File: config.mk
export PLATFORM = sky130hd
export DESIGN_NAME = truth_table_sweeper_flat
export DESIGN_NICKNAME = d
export VERILOG_FILES = /design/src/rtl/truth_table_sweeper_if.sv /design/src/rtl/truth_table_sweeper.sv /design/src/flat_wrapper.sv
export SDC_FILE = /design/constraint.sdc
export NUM_CORES = 1
export LEC_CHECK = 0
export CAP_MARGIN = 10
export CORE_UTILIZATION = 54
export DETAILED_ROUTE_END_ITERATION = 10
export GPL_ROUTABILITY_DRIVEN = 1
export GPL_TIMING_DRIVEN = 1
export MAX_ROUTING_LAYER = met4
export PLACE_DENSITY = 0.84
export SLEW_MARGIN = 20
export SYNTH_ARGS = -nofsm -noshare
export SYNTH_HDL_FRONTEND = slang
export SYNTH_SLANG_ARGS = --single-unit
File: constraint.sdc
create_clock -name clk -period 3.7 [get_ports clk]
set_input_delay 0.555 -clock clk [delete_from_list [all_inputs] [get_ports clk]]
set_output_delay 0.555 -clock clk [all_outputs]
set_load 0.03 [all_outputs]
File: src/rtl/truth_table_sweeper_if.sv
// truth_table_sweeper_if : control and function-unit signals of the truth-table sweeper
// rev 1.0
`default_nettype none

interface truth_table_sweeper_if;
  // control master side
  logic        start;
  logic [15:0] expected;
  logic        busy;
  logic        done;
  logic [15:0] truth_tbl;
  logic [4:0]  err_count;
  logic        err_flag;
  logic [3:0]  first_err;
  logic        pass;
  // function unit side
  logic        a;
  logic        b;
  logic        c;
  logic        d;
  logic        s;

  modport master (
    output start, expected, s,
    input  busy, done, truth_tbl, err_count, err_flag, first_err, pass,
    input  a, b, c, d
  );

  modport slave (
    input  start, expected, s,
    output busy, done, truth_tbl, err_count, err_flag, first_err, pass,
    output a, b, c, d
  );
endinterface

`default_nettype wire

File: src/rtl/truth_table_sweeper.sv
// truth_table_sweeper : drives a 4-input function unit through all 16 vectors and checks its table
// rev 1.0
`default_nettype none

module truth_table_sweeper #(
  parameter int SETTLE = 2
) (
  input  logic                  clk,
  input  logic                  reset,
  truth_table_sweeper_if.slave  bus
);

  typedef enum logic [1:0] {
    ST_IDLE   = 2'd0,
    ST_SETTLE = 2'd1,
    ST_SAMPLE = 2'd2,
    ST_DONE   = 2'd3
  } state_t;

  localparam logic [3:0] SETTLE_LAST = 4'(SETTLE - 1);
  localparam logic [3:0] IDX_LAST    = 4'd15;

  state_t      state;
  state_t      next_state;

  logic [3:0]  idx;
  logic [3:0]  settle_cnt;
  logic [15:0] exp_latched;
  logic [15:0] captured;
  logic [4:0]  err_count;
  logic        err_flag;
  logic [3:0]  first_err;
  logic        pass;

  logic        accept;
  logic        sample_en;
  logic        last_vec;
  logic        mismatch;
  logic        busy;
  logic        done;

  always_ff @(posedge clk) begin
    if (reset) begin
      state <= ST_IDLE;
    end else begin
      state <= next_state;
    end
  end

  always_comb begin
    next_state = state;
    accept     = 1'b0;
    sample_en  = 1'b0;
    busy       = 1'b0;
    done       = 1'b0;
    case (state)
      ST_IDLE: begin
        if (bus.start) begin
          accept     = 1'b1;
          next_state = ST_SETTLE;
        end
      end
      ST_SETTLE: begin
        busy = 1'b1;
        if (settle_cnt == SETTLE_LAST) begin
          next_state = ST_SAMPLE;
        end
      end
      ST_SAMPLE: begin
        busy      = 1'b1;
        sample_en = 1'b1;
        next_state = last_vec ? ST_DONE : ST_SETTLE;
      end
      ST_DONE: begin
        done       = 1'b1;
        next_state = ST_IDLE;
      end
      default: begin
        next_state = ST_IDLE;
      end
    endcase
  end

  assign last_vec = (idx == IDX_LAST);
  assign mismatch = (bus.s != exp_latched[idx]);

  always_ff @(posedge clk) begin
    if (reset) begin
      idx         <= 4'd0;
      settle_cnt  <= 4'd0;
      exp_latched <= 16'd0;
      captured    <= 16'd0;
      err_count   <= 5'd0;
      err_flag    <= 1'b0;
      first_err   <= 4'd0;
      pass        <= 1'b0;
    end else if (accept) begin
      exp_latched <= bus.expected;
      captured    <= 16'd0;
      err_count   <= 5'd0;
      err_flag    <= 1'b0;
      first_err   <= 4'd0;
      pass        <= 1'b0;
      idx         <= 4'd0;
      settle_cnt  <= 4'd0;
    end else if (sample_en) begin
      captured[idx] <= bus.s;
      if (mismatch) begin
        err_count <= err_count + 5'd1;
        if (!err_flag) begin
          first_err <= idx;
          err_flag  <= 1'b1;
        end
      end
      // pass is resolved on the final sample so it is already valid while done is high
      if (last_vec) begin
        pass <= (err_count == 5'd0) && !mismatch;
      end else begin
        idx        <= idx + 4'd1;
        settle_cnt <= 4'd0;
      end
    end else if (state == ST_SETTLE) begin
      settle_cnt <= settle_cnt + 4'd1;
    end
  end

  // idx itself drives the function unit, so a..d naturally hold while idle
  assign bus.a         = idx[3];
  assign bus.b         = idx[2];
  assign bus.c         = idx[1];
  assign bus.d         = idx[0];
  assign bus.busy      = busy;
  assign bus.done      = done;
  assign bus.truth_tbl = captured;
  assign bus.err_count = err_count;
  assign bus.err_flag  = err_flag;
  assign bus.first_err = first_err;
  assign bus.pass      = pass;

endmodule

`default_nettype wire

File: src/flat_wrapper.sv
// flat-port wrapper written by rule: the top's interface ports become plain ports
module truth_table_sweeper_flat 
#(
  parameter int SETTLE = 2
)
  (clk, reset, bus_start, bus_expected, bus_s, bus_busy, bus_done, bus_truth_tbl, bus_err_count, bus_err_flag, bus_first_err, bus_pass, bus_a, bus_b, bus_c, bus_d);
  truth_table_sweeper_if bus_i ();
  input  logic clk;
  input  logic reset;
  input wire logic [$bits(bus_i.start)-1:0] bus_start;
  input wire logic [$bits(bus_i.expected)-1:0] bus_expected;
  input wire logic [$bits(bus_i.s)-1:0] bus_s;
  output wire logic [$bits(bus_i.busy)-1:0] bus_busy;
  output wire logic [$bits(bus_i.done)-1:0] bus_done;
  output wire logic [$bits(bus_i.truth_tbl)-1:0] bus_truth_tbl;
  output wire logic [$bits(bus_i.err_count)-1:0] bus_err_count;
  output wire logic [$bits(bus_i.err_flag)-1:0] bus_err_flag;
  output wire logic [$bits(bus_i.first_err)-1:0] bus_first_err;
  output wire logic [$bits(bus_i.pass)-1:0] bus_pass;
  output wire logic [$bits(bus_i.a)-1:0] bus_a;
  output wire logic [$bits(bus_i.b)-1:0] bus_b;
  output wire logic [$bits(bus_i.c)-1:0] bus_c;
  output wire logic [$bits(bus_i.d)-1:0] bus_d;
  assign bus_i.start = bus_start;
  assign bus_i.expected = bus_expected;
  assign bus_i.s = bus_s;
  assign bus_busy = bus_i.busy;
  assign bus_done = bus_i.done;
  assign bus_truth_tbl = bus_i.truth_tbl;
  assign bus_err_count = bus_i.err_count;
  assign bus_err_flag = bus_i.err_flag;
  assign bus_first_err = bus_i.first_err;
  assign bus_pass = bus_i.pass;
  assign bus_a = bus_i.a;
  assign bus_b = bus_i.b;
  assign bus_c = bus_i.c;
  assign bus_d = bus_i.d;
  truth_table_sweeper #(.SETTLE(SETTLE)) u_core (.clk(clk), .reset(reset), .bus(bus_i));
endmodule
==> flow_metrics.tcl <==
set metrics [dict create \
    numCtsBuffers 5 \
    syn_area_um2 2450 \
    die_h_um 69.3 \
    synth_common_cells "dfxtp_1, nand2_1, nor2_1, a21oi_1, mux2i_1" \
    synth_top_area_share_pct 43.4 \
    worstSetupStartpointType "register" \
    core_um2 4350 \
    chipWidth_um 69.3 \
    hold_buffers 0 \
    ys.flop_type "dfxtp_1" \
    hold_viol_final 0 \
    clock-sinks 53 \
    p_int_w 0.000953 \
    finalSetupTns_ns 0 \
    grt_start_max_net_pins 23 \
    track_usage_pct 24.5 \
    clock_latency_ns 0.31 \
    relSlewSlack_pct 51.0 \
    drc_errors 0 \
    final_nets 355 \
    synth_cells 274 \
    drv_cap 0 \
    yosys_warnings 0 \
    yosys_register_bits 53 \
    fin_crit_ns 2.76 \
    vias 2055 \
    finalSetupViolations 0 \
    crit_required_ns 3.90 \
    crit_path_end_kind "register" \
    place.gp.congestion 0.786 \
    vdd_drop_max_v 0.000429 \
    ant_nets 0 \
    syn_to_final_growth_pct 26.1 \
    clkTransAtPathRegs_ns 0.09 \
    slew_viol_final 0 \
    synth.largest_area_cell "dfxtp_1" \
    start_util_pct 56.2 \
    port_buffers 52 \
    grt_pass1_vias 1995 \
    max_freq_ghz 0.363 \
    synth_edf_count 0 \
    wire_per_inst_um 13.5 \
    routed_via_density 5.49 \
    drive_above_1_share_pct 4.35 \
    pwr_density_cell_nw_per_um2 472 \
    wl_um 5060 \
    first_iter_violations 153 \
    finClkSkew_ns 0.00530 \
    fp.dieArea_um2 4800 \
    cts_setup_buffers 0 \
    h-tree-depth 2 \
    synth_area_leaders "dfxtp_1, mux2i_1, ha_1" \
    r2r_setup_slack_ns 0.94 \
    status "completed" \
    fin_total_pwr_w 0.00145 \
    p_clk_share_pct 22.5 \
    power_switching_w 0.000502 \
    clock_path_buffers 2 \
    antenna_found_initial 0 \
    rows 24 \
    first_pass_iters 5 \
    yosysSeqAreaShare_pct 43.4 \
    switching_share_pct 34.5 \
    hpwl_um 3560 \
    synth_nets 307 \
    synth.avg_cell_area_um2 8.93 \
    cts_tree "yes" \
    crit_type "register to register" \
    cts_resized 0 \
    synth_cell_types 35 \
    crit_fanout 15 \
    holdWs_ns 0.454 \
    utilization_pct 70.8 \
    io_pins 53 \
    seq_power_share_pct 46.0 \
    arrival_ns 2.96 \
    async_flop_share_pct 0 \
    hp-class "register to register" \
    diodes 0 \
    worst_pin_slew_ns 0.735 \
    rsz0062_at_grt "no" \
    gr-total-overflow 0 \
    cts-root-buf "clkbuf_8" \
    grt_pass1_wl_um 9150 \
    pwr-share-comb_pct 31.5 \
    final.period_utilization_pct 74.5 \
    synth.most_common_cell "dfxtp_1" \
    p_leak_nw 1.26 \
]
[cells in the final DEF (no fill, tap or decap), types with 2 or more instances in the layout]
cell / synthesis / routed
nand3_1: 12 / 12
and2_1: 2 / 2
xor2_1: 2 / 2
nor3b_1: 3 / 3
or3_1: 3 / 3
a41o_1: 3 / 3
buf_4: 0 / 4
xnor2_1: 2 / 2
nor2b_1: 2 / 2
nand2_1: 43 / 43
mux2i_1: 20 / 20
nand4_1: 6 / 6
mux4_1: 3 / 3
ha_1: 13 / 13
mux4_2: 2 / 2
o21ai_0: 2 / 2
a21oi_1: 29 / 29
nor2_1: 34 / 34
clkbuf_8: 0 / 6
clkdlybuf4s50_1: 0 / 52
dfxtp_1: 53 / 53
inv_1: 12 / 12
[flip-flops by register name (all words and copies together) (netlist names)]
| name | count |
|---|---|
| u_core.state | 2 |
| u_core.bus.err_flag | 1 |
| u_core.exp_latched | 16 |
| u_core.bus.pass | 1 |
| u_core.idx | 4 |
| u_core.bus.err_count | 5 |
| u_core.bus.truth_tbl | 16 |
| u_core.settle_cnt | 4 |
| u_core.bus.first_err | 4 |
[through the flow]
step                      worst slack [ns]  cell area [µm²]  cells
final                                0.945             3080    374
after global placement                1.05             3000    367
after floorplan                       1.09             2450    274
after global routing                 0.837             3080    374
after CTS                            0.957             3080    374
after detailed placement             0.988             3000    367
[cells by family (layout without fill, tap and decap cells)]
group           after synthesis  count (layout)  synth area share, %
fa+ha+maj                    13              13                 6.65
simple gates                110             110                 20.3
buf+inv                      27              75                 4.45
compound gates               40              40                 9.46
xor+xnor                      4               4                 1.43
mux                          27              27                 14.3
flops                        53              53                 43.4
[metal layers]
metal	vias up	part of all wire [%]	GRT usage (%)
met5	-	0	-
met4	0	1.4	9.07
met3	7	5.5	5.81
met2	58	48	39.3
met1	958	45	30.1
li1	1032	-	-
[worst max-delay path: stages (launching register included)]
cell and delay, ns:
dfxtp_1 0.67, mux4_1 0.63, mux4_2 0.53, mux2_4 0.39, nand4_2 0.11, mux2_1 0.32
[path summary, 6_finish.rpt]
path | cells past startpoint | endpoint | start
max | 5 | u_core.bus.err_count[3]$_SDFFE_PP0P_ | u_core.idx[2]$_SDFFE_PP0P_
min | 2 | u_core.exp_latched[5]$_SDFFE_PP0P_ | u_core.exp_latched[5]$_SDFFE_PP0P_
max reg2reg | 5 | u_core.bus.err_count[3]$_SDFFE_PP0P_ | u_core.idx[2]$_SDFFE_PP0P_
min reg2reg | 2 | u_core.exp_latched[5]$_SDFFE_PP0P_ | u_core.exp_latched[5]$_SDFFE_PP0P_
[layout make-up]
class                   instances  area [µm²]
well taps                      52        65.1
fillers                       342        1270
flip-flops and latches         53        1060
inverters                      12        45.0
repair buffers                 56         551
multi-input cells             194        1280
clock buffers                   7        86.3
[power by group through the flow]
stage	Combinational, W	Sequential (W)	Clock (W)
finish	0.000459	0.000669	0.000327
global route	0.000517	0.000678	0.000361
CTS	0.000458	0.000669	0.000331
detailed placement	0.000452	0.000682	0
global placement	0.000441	0.000681	0
floorplan	0.000322	0.000680	0
(Power assumes the default switching activity.)
==> RTL edit (same settings) <==
Encoding of `state_t`: now one-hot (4 bits for 4 states).
--- a/src/rtl/truth_table_sweeper.sv
+++ b/src/rtl/truth_table_sweeper.sv
@@ -10,11 +10,11 @@
   truth_table_sweeper_if.slave  bus
 );
 
-  typedef enum logic [1:0] {
-    ST_IDLE   = 2'd0,
-    ST_SETTLE = 2'd1,
-    ST_SAMPLE = 2'd2,
-    ST_DONE   = 2'd3
+  typedef enum logic [3:0] {
+    ST_IDLE   = 4'b0001,
+    ST_SETTLE = 4'b0010,
+    ST_SAMPLE = 4'b0100,
+    ST_DONE   = 4'b1000
   } state_t;
 
   localparam logic [3:0] SETTLE_LAST = 4'(SETTLE - 1);
Function: no difference found for any inputs over 10 cycles, from zero or initial values and one cycle with reset high; not proved beyond that.
==> RTL edit against the unedited design <==
Synthesized area decreased by 0.46%. Wire length increased by 1.0%. Sequential share of layout area increased by 1.3 points. Hold slack improved by 0.0084 ns. Die area decreased by 0.45%. Setup slack got worse by 0.0081 ns. Sequential cell count increased by 2. Via count increased by 1.6%. Highest routed layer unchanged. Design area increased by 0.12%.
Power is not compared: it rests on default switching activity, and its combinational part moved more than twofold at a synthesized area within 25%.
==> RTL edit: results (changes against the unedited design) <==
** CTS
- TritonCTS Buffers :: 5 (unchanged)
- The post-CTS resize count is 0 (unchanged).
- Clock tree synthesis selected as its root buffer the cell clkbuf_8.
- Skew-Pair Late Insertion Delay :: 0.31 ns (about the same)
- The number of H-tree levels is 2 (unchanged).
- Clock-pin slew on the worst setup and hold paths :: 0.09 ns (about the same)
- Max Buffers Root-to-Sink :: 2 (unchanged)
- Post-CTS Repair Setup Buffers :: 0 (unchanged)

** Route
- The routed length per instance is 13.5 µm (-0.33%).
- Via count :: 2088 (+1.6%)
- The count of TritonRoute iterations in the first routing pass is 4 (-1).
- The initial detailed-routing violation count is 123 (-20%).

** Worst setup path
- R2r startpoint :: u_core.idx[2]
- The number of cells on the worst reg-to-reg path is 5 (unchanged).
- The reg2reg setup slack is 1.05 ns (+0.11 ns).
- The endpoint identified for the worst register-to-register timing path is u_core.bus.first_err[3].
- Maximum fanout along the worst path :: 7 (-8)
- Signal arrival time at the worst endpoint :: 2.21 ns (-0.75 ns)

** Synthesis
- Leading post-synthesis cells by cell area :: dfxtp_1, nand2_1, mux2i_1
- The number of warnings reported in the yosys synthesis log came to 0 (unchanged).
- Synth async-reset ratio :: 0% (unchanged)
- Number of different library cells in the post-synthesis netlist :: 33 (-5.7%)
- The most used flip-flop cell after synthesis is dfxtp_1.
- Ranked by instance count, the synthesized netlist is headed by dfxtp_1, nand2_1, nor2_1.
- The net count after synthesis came to 308 (+0.33%).
- Share of the yosys chip area belonging to registers :: 45.2% (+1.8 points)
- Number of instances in the synthesized netlist :: 280 (+2.2%)

** Worst hold path
- Min-Delay Startpoint :: u_core.bus.truth_tbl[3]
- Hold Crit Endpoint :: u_core.bus.truth_tbl[3]
- The number of cells traversed by the worst hold path is 2 (unchanged).
- The min-delay analysis places its worst path in the category reg2reg.

** GRT
- Number of global-route vias before repair :: 1905 (-4.5%)
- Total GRT Usage :: 23.2% (-1.4 points)
- The first-pass GRT wire length was 8710 µm (-4.8%).
- Initial antenna violation count :: 0 (unchanged)
- Maximum number of pins on one net before global-route repair :: 22 (-4.3%)

** Final layout
- Filler instances :: 340 (-0.58%)
- The fraction of layout instances using a drive strength above 1 came to 7.03% (+2.7 points).
- N_diodes :: 0 (unchanged)
- Final instance count without filler cells :: 379 (+1.3%)
- The total number of nets in the final design was 354 (-0.28%).

** Pwr
- Reported leakage power :: ~1.2 nW
- Cell internal power was estimated by the tool at 0.000853 W.
- VDD sags by at most 255 µV.

** Outcome
- Outcome :: finished, final reports clean

** Placement
- The total placed cells including tap cells came to 371 (+1.1%).
- Placer's final routability congestion estimate :: 0.777 (-1.1%)
- The sum of net half-perimeters after detailed placement is 3660 µm (+3.0%).
- Number of buffers inserted by port buffering :: 52 (unchanged)

** STA
- Worst clock skew :: 0.00790 ns (+0.00261 ns)
- Max_slew headroom :: 40.5% (-10 points)
## RTL edit: cell types whose count changed after synthesis, sizes merged, moves of 3 or more
cell	unedited run	this run
nand2	43	50
ha	13	8
nand3	12	17
nor3	0	5
nor4b	0	4
or4b	0	4
mux2i	20	17
nor2	34	31
o21ai	2	5
## RTL edit: cell type report
class | count | area [µm²] | share of cell area, %
Clock buffer | 8 | 100 | 3.24
Timing Repair Buffer | 55 | 543 | 17.6
Tap cell | 52 | 65.1 | 2.11
Sequential cell | 55 | 1100 | 35.7
Multi-Input combinational cell | 199 | 1240 | 40.2
Inverter | 10 | 37.5 | 1.22
## RTL edit: cell families (layout without fill, tap and decap cells)
family / Yosys count / after routing / share of synthesized area [%]
flops: 55 / 55 / 45.2
compound gates: 37 / 37 / 8.32
buf+inv: 26 / 73 / 4.06
simple gates: 125 / 125 / 23.7
fa+ha+maj: 8 / 8 / 4.11
xor+xnor: 6 / 6 / 2.16
mux: 23 / 23 / 12.4
## RTL edit: worst max-delay path by stage
stage                          from                      end
global placement      u_core.idx[2]  u_core.bus.first_err[3]
finish              u_core.state[1]                 bus_busy
global route        u_core.state[0]  u_core.bus.truth_tbl[0]
detailed placement    u_core.idx[2]  u_core.bus.err_count[4]
floorplan             u_core.idx[2]  u_core.bus.err_count[3]
CTS                 u_core.state[3]                 bus_busy
## RTL edit: worst max-delay path, stage by stage, from the launching register on
cell and delay (ns):
dfxtp_1 0.44, or4b_2 0.66, nand2_1 0.12, clkdlybuf4s50_1 0.67
## RTL edit: routing by layer
layer / wire, µm / track usage [%]
met1: 2260 / 29.3
met2: 2590 / 37.1
met4: 46 / 9.07
met5: 0 / -
met3: 225 / 3.95
## RTL edit: metrics by stage
step                      hold slack, ns  cell area (µm²)  worst slack, ns
after global routing               0.482             3090            0.815
after CTS                          0.462             3090            0.941
after global placement             0.442             2990             1.14
after detailed placement           0.449             2990             1.05
after floorplan                    0.433             2430             1.19
final                              0.463             3090            0.936
## RTL edit: power by group through the flow
| stage | sequential, W | clock (W) | combinational (W) |
|---|---|---|---|
| floorplan | 0.000646 | 0 | 0.000107 |
| global route | 0.000644 | 0.000386 | 0.000166 |
| CTS | 0.000640 | 0.000363 | 0.000149 |
| global placement | 0.000653 | 0 | 0.000146 |
| detailed placement | 0.000654 | 0 | 0.000148 |
| finish | 0.000641 | 0.000359 | 0.000149 |
